[src/rtl/gci_std_display_cmd_buffer.sv]
// Request/response buffer between the GCI data bus and the display device.
// Latency: request accepted in cycle N -> oDEV_REQ in N+1; device reply in N+2 -> oUP_REQ in N+3.
// Backpressure: oUP_BUSY = command FIFO full; device issue is held by iDEV_BUSY and response-FIFO room.
//
// Ports:
//   iCLOCK/iRESET        : clock, async active-high reset
//   iUP_* / oUP_BUSY     : bus request in (RW, ADDR, DATA)
//   oUP_REQ/DATA, iUP_BUSY : in-order response out to the bus master
//   oDEV_* / iDEV_BUSY   : command FIFO head replayed into the display device
//   iDEV_REQ/DATA        : device response (one cycle after issue, cannot stall)
//   iERR_CLR / oERR      : sticky error flag (dropped request or unexpected response)

// Generic FIFO: head visible combinationally from registered storage.
// Push while full is legal only together with a pop (the pop frees the slot).
module gci_std_display_cmd_buffer_fifo #(
  parameter int W       = 32,
  parameter int DEPTH   = 4,
  parameter int DEPTH_N = 2
) (
  input  logic             clk,
  input  logic             rst,
  input  logic             push,
  input  logic [W-1:0]     push_dat,
  input  logic             pop,
  output logic [W-1:0]     head_dat,
  output logic [DEPTH_N:0] count
);
  logic [W-1:0]       mem_q [DEPTH];
  logic [W-1:0]       mem_d [DEPTH];
  logic [DEPTH_N-1:0] wr_ptr_q, wr_ptr_d;
  logic [DEPTH_N-1:0] rd_ptr_q, rd_ptr_d;
  logic [DEPTH_N:0]   count_q, count_d;

  always_comb begin
    mem_d    = mem_q;
    wr_ptr_d = wr_ptr_q;
    rd_ptr_d = rd_ptr_q;
    count_d  = count_q;
    if (push) begin
      mem_d[wr_ptr_q] = push_dat;
      wr_ptr_d        = wr_ptr_q + 1'b1;
    end
    if (pop) begin
      rd_ptr_d = rd_ptr_q + 1'b1;
    end
    case ({push, pop})
      2'b10:   count_d = count_q + 1'b1;
      2'b01:   count_d = count_q - 1'b1;
      default: count_d = count_q;
    endcase
  end

  // Storage is cleared so the head fields read as zero after reset.
  always_ff @(posedge clk or posedge rst) begin
    if (rst) begin
      for (int i = 0; i < DEPTH; i++) mem_q[i] <= '0;
      wr_ptr_q <= '0;
      rd_ptr_q <= '0;
      count_q  <= '0;
    end else begin
      mem_q    <= mem_d;
      wr_ptr_q <= wr_ptr_d;
      rd_ptr_q <= rd_ptr_d;
      count_q  <= count_d;
    end
  end

  assign head_dat = mem_q[rd_ptr_q];
  assign count    = count_q;
endmodule

module gci_std_display_cmd_buffer #(
  parameter int          DEPTH    = 4,
  parameter int          DEPTH_N  = 2,
  parameter logic [31:0] ADDR_MAX = 32'h001383FC
) (
  input  logic        iCLOCK,
  input  logic        iRESET,
  input  logic        iUP_REQ,
  output logic        oUP_BUSY,
  input  logic        iUP_RW,
  input  logic [31:0] iUP_ADDR,
  input  logic [31:0] iUP_DATA,
  output logic        oUP_REQ,
  input  logic        iUP_BUSY,
  output logic [31:0] oUP_DATA,
  output logic        oDEV_REQ,
  input  logic        iDEV_BUSY,
  output logic        oDEV_RW,
  output logic [31:0] oDEV_ADDR,
  output logic [31:0] oDEV_DATA,
  input  logic        iDEV_REQ,
  input  logic [31:0] iDEV_DATA,
  input  logic        iERR_CLR,
  output logic        oERR
);
  localparam logic [DEPTH_N:0] FULL_CNT = (DEPTH_N+1)'(DEPTH);

  // Command entry layout: {rw, addr, data, bad}
  logic [65:0]      cmd_in, cmd_head;
  logic [DEPTH_N:0] cmd_count, resp_count;
  logic             cmd_push, cmd_pop, cmd_full, cmd_empty;
  logic             resp_push, resp_pop, resp_full, resp_empty;
  logic [31:0]      resp_in, resp_head;
  logic             up_bad, head_bad, room, issue, retire, rsp_ok, rsp_stray;
  logic [1:0]       outstanding_q, outstanding_d;
  logic             err_q, err_d;

  assign cmd_full   = (cmd_count == FULL_CNT);
  assign cmd_empty  = (cmd_count == '0);
  assign resp_full  = (resp_count == FULL_CNT);
  assign resp_empty = (resp_count == '0);

  assign up_bad   = (iUP_ADDR[1:0] != 2'b00) || (iUP_ADDR > ADDR_MAX);
  assign cmd_push = iUP_REQ && !cmd_full;
  assign cmd_in   = {iUP_RW, iUP_ADDR, iUP_DATA, up_bad};
  assign head_bad = cmd_head[0];

  // Reserve a response slot for every in-flight command, since the device
  // reply cannot be stalled.
  assign room     = (int'(resp_count) + int'(outstanding_q)) < DEPTH;
  assign oDEV_REQ = !cmd_empty && !head_bad && room;
  assign issue    = oDEV_REQ && !iDEV_BUSY;

  // A bad head only retires once everything ahead of it has responded, so its
  // zero response lands in request order and never collides with a device push.
  assign retire    = !cmd_empty && head_bad && (outstanding_q == 2'd0) && !resp_full;
  assign cmd_pop   = issue || retire;

  assign rsp_ok    = iDEV_REQ && (outstanding_q != 2'd0);
  assign rsp_stray = iDEV_REQ && (outstanding_q == 2'd0);
  assign resp_push = rsp_ok || retire;
  assign resp_in   = retire ? 32'h0 : iDEV_DATA;
  assign resp_pop  = !resp_empty && !iUP_BUSY;

  always_comb begin
    outstanding_d = outstanding_q;
    case ({issue, rsp_ok})
      2'b10:   outstanding_d = outstanding_q + 2'd1;
      2'b01:   outstanding_d = outstanding_q - 2'd1;
      default: outstanding_d = outstanding_q;
    endcase
    err_d = err_q;
    if (rsp_stray || retire) begin
      err_d = 1'b1;
    end else if (iERR_CLR) begin
      err_d = 1'b0;
    end
  end

  always_ff @(posedge iCLOCK or posedge iRESET) begin
    if (iRESET) begin
      outstanding_q <= 2'd0;
      err_q         <= 1'b0;
    end else begin
      outstanding_q <= outstanding_d;
      err_q         <= err_d;
    end
  end

  gci_std_display_cmd_buffer_fifo #(.W(66), .DEPTH(DEPTH), .DEPTH_N(DEPTH_N)) u_cmd_fifo (
    .clk      (iCLOCK),
    .rst      (iRESET),
    .push     (cmd_push),
    .push_dat (cmd_in),
    .pop      (cmd_pop),
    .head_dat (cmd_head),
    .count    (cmd_count)
  );

  gci_std_display_cmd_buffer_fifo #(.W(32), .DEPTH(DEPTH), .DEPTH_N(DEPTH_N)) u_resp_fifo (
    .clk      (iCLOCK),
    .rst      (iRESET),
    .push     (resp_push),
    .push_dat (resp_in),
    .pop      (resp_pop),
    .head_dat (resp_head),
    .count    (resp_count)
  );

  assign oUP_BUSY  = cmd_full;
  assign oUP_REQ   = !resp_empty;
  assign oUP_DATA  = resp_head;
  assign oDEV_RW   = cmd_head[65];
  assign oDEV_ADDR = cmd_head[64:33];
  assign oDEV_DATA = cmd_head[32:1];
  assign oERR      = err_q;
endmodule
[config.mk]
export PLATFORM = sky130hd
export DESIGN_NAME = gci_std_display_cmd_buffer
export DESIGN_NICKNAME = d
export VERILOG_FILES = /design/src/rtl/gci_std_display_cmd_buffer.sv
export SDC_FILE = /design/constraint.sdc
export NUM_CORES = 1
export LEC_CHECK = 0
export CAP_MARGIN = 20
export CORE_MARGIN = 2
export CORE_UTILIZATION = 50
export DETAILED_ROUTE_END_ITERATION = 10
export PLACE_DENSITY = 0.77
export SYNTH_ARGS = -nofsm -noshare
export SYNTH_HDL_FRONTEND = slang
export SYNTH_SLANG_ARGS = --single-unit
[constraint.sdc]
create_clock -name iCLOCK -period 31.8 [get_ports iCLOCK]
set_clock_uncertainty 0.1 [all_clocks]
set_input_delay 3.18 -clock iCLOCK [delete_from_list [all_inputs] [get_ports iCLOCK]]
set_output_delay 3.18 -clock iCLOCK [all_outputs]
set_load 0.05 [all_outputs]
==> results.ini <==
[run_status]
status = finished clean

[timing]
setup_viol = 0
period_share_pct = 23.61
fmax_mhz = 133.2
fin_crit_ps = 7507
finalHoldViolCount = 0
worst_pin_slew_ps = 1103
rsz0062_at_grt = no
setup_tns_ps = 0
final_max_slew_viol_count = 0
slew_headroom_pct = 26.48

[placement]
gp_congestion = 0.7318
port_buffers = 204
dp_hpwl_mm = 22.66

[clocking]
hold_buffers = 0
cts_buffer_depth = 3
cts_setup_buffers = 0
clkSinkCount = 409
cts_tree = built
clkLatencyLatePin_ps = 540
clk_pin_slew_worst_paths_ps = 60
post_cts_resized = 0
cts_root_buffer = clkbuf_16
cts_buffers = 43
cts_max_level = 2

[critical_path]
critical_path.max_stage_delay_ps = 920
critPathRequiredTime_ps = 28520
critical-path-slowest-cell = clkdlybuf4s50_1
crit_chain = buf_4 -> mux4_2 -> nor3_1 -> clkdlybuf4s50_1
critPathArrivalTime_ps = 4230
path_class = reg2out
crit_fanout = 41
path_delay_family = buffers and inverters
worstSetupEndpointType = output pin
critical_path_buf_inv_count = 2
start_kind = flop

[logic_synthesis]
synthMuxAreaShare_pct = 28.92
synth_cell_types = 35
synthTopCellsByArea = dfrtp_1, mux2_2, mux4_2
async_reset_ff_share_pct = 100.0
synthSimpleGateAreaFrac_pct = 1.287
postSynthAreaPerCell_um2 = 16.59
postSynthCellCount = 1084
synth_commonest_cells = dfrtp_1, mux2_2, a32o_1
ys_seq_area_share_pct = 56.91
yosys_warnings = 0
yosysMostFrequentCell = dfrtp_1
netlist_area_mm2 = 0.01798
synth-seq-cells = 409
synth_top_area_cell = dfrtp_1
synth_ff_type = dfrtp_1
syn_nets = 1202
synth_compound_area_share_pct = 7.570
synthAdderAreaFrac_pct = 1.058
synthXorXnorAreaFrac_pct = 0.7305
synth-edff-count = 0
synth_top_cell_area_share_pct = 56.91
synth_top_family_by_area = multiplexers

[layout]
n_antenna_cell = 0
seqCellArea_mm2 = 0.01024
area_delta_synth_final_pct = 20.40
multi_input_area_mm2 = 0.007162
drive_gt1_share_pct = 35.57
nNetsFinal = 1366
fillers = 2641
fin_util_pct = 61.02

[detailed_routing]
postRouteAntennaNets = 0
wl_mm = 39.49
viasPerCell = 6.099
dr.first_iter.drc_count = 652
drcViolationCount = 0
dr.pass1.iters = 6
num_vias = 10630
wire_per_inst_um = 22.66

[global_routing]
grt_pass1_vias = 11440
grt_start_max_net_pins = 176
antenna_found_initial = 1
grt_pass1_wl_mm = 64.42
grt_overflow_total = 0
grt.total_usage_pct = 21.41

[die]
chipHeight_um = 193.7
die_area_mm2 = 0.03750
num_rows = 69
boundaryPins = 205
core_area_mm2 = 0.03548
start_util_pct = 50.68
die_w_um = 193.7

[job]
maxCapViolCount = 0

[hold_path]
hold_path_class = reg2reg

stage by stage:
step / std cells / hold slack (ps) / worst slack [ps] / cell area, µm²
floorplan: 1084 / 360.5 / 17140 / 17980
global placement: 1661 / 368.0 / 24790 / 20150
detailed placement: 1661 / 377.2 / 24780 / 20150
CTS: 1740 / 391.9 / 24180 / 21580
global route: 1743 / 394.8 / 24020 / 21650
finish: 1743 / 388.2 / 24290 / 21650
sequential cells by signal, summed over array words and instances, names as in the netlist:
register and cells:
oERR 1, outstanding_q 2, u_cmd_fifo.count 3, u_cmd_fifo.mem_q 264
u_cmd_fifo.rd_ptr_q 2, u_cmd_fifo.wr_ptr_q 2, u_resp_fifo.count 3, u_resp_fifo.mem_q 128
u_resp_fifo.rd_ptr_q 2, u_resp_fifo.wr_ptr_q 2
layout by cell type, fill, tap and decap left out, types with 2 or more instances in the layout:
| cell type | count |
|---|---|
| a32o_1 | 128 |
| xnor2_1 | 8 |
| clkbuf_1 | 13 |
| buf_16 | 2 |
| fa_1 | 2 |
| nor2_1 | 6 |
| nor2b_1 | 2 |
| xor2_1 | 7 |
| clkdlybuf4s50_1 | 204 |
| mux2_2 | 264 |
| mux2i_1 | 2 |
| clkbuf_8 | 8 |
| clkbuf_16 | 44 |
| buf_12 | 2 |
| ha_1 | 8 |
| nor3_1 | 3 |
| nand2_8 | 4 |
| nand2_1 | 3 |
| mux4_2 | 98 |
| dfrtp_1 | 406 |
| inv_1 | 14 |
| nor4_1 | 3 |
| nand2_4 | 4 |
| clkinv_2 | 8 |
| buf_4 | 6 |
| bufinv_16 | 3 |
| inv_6 | 2 |
| o21ai_0 | 4 |
| ha_2 | 4 |
| or3_1 | 3 |
| dfrtp_4 | 2 |
final timing paths:
kind	from	endpoint	slack [ps]	cells past startpoint
max	u_cmd_fifo.rd_ptr_q[0]	oDEV_REQ	24290	4
min	u_resp_fifo.mem_q[61]	u_resp_fifo.mem_q[61]	390	1
max reg2reg	u_cmd_fifo.rd_ptr_q[0]	u_cmd_fifo.count[2]	27520	11
min reg2reg	u_resp_fifo.mem_q[61]	u_resp_fifo.mem_q[61]	390	1
max in group asynchronous	iRESET	u_cmd_fifo.rd_ptr_q[0]	26820	4
min in group asynchronous	iRESET	u_cmd_fifo.mem_q[229]	2940	2
kinds of logic (layout without fill, tap and decap cells):
group,after synthesis,in the layout
muxes,364,364
xor gates and xnor gates,15,15
AOI/OAI and AO/OA,139,139
DFF,409,409
adders and majority gates,14,14
buffers and inverters,110,308
and+or+nand+nor,33,33
layer usage:
layer  up-vias  track usage, %  wire, µm  part of all wire, %
li1       4561               -         -                    -
met1      5715           28.75     16680                   42
met2       287           35.44     19400                   49
met3        66           4.888      2568                  6.5
met4         2           5.768       829                  2.1
met5         -               0        10                0.025
cell type report:
class / count / share of cell area (%)
clock inverter: 14 / 0.7570
sequential: 409 / 47.31
clock buffer: 65 / 5.819
timing repair buffer: 214 / 10.08
multi-input combinational: 565 / 33.08
inverter: 15 / 0.2947
tap: 461 / 2.664
Power is not shown: default switching activity piles up to over one toggle a cycle in this logic, so the estimate is an artifact.
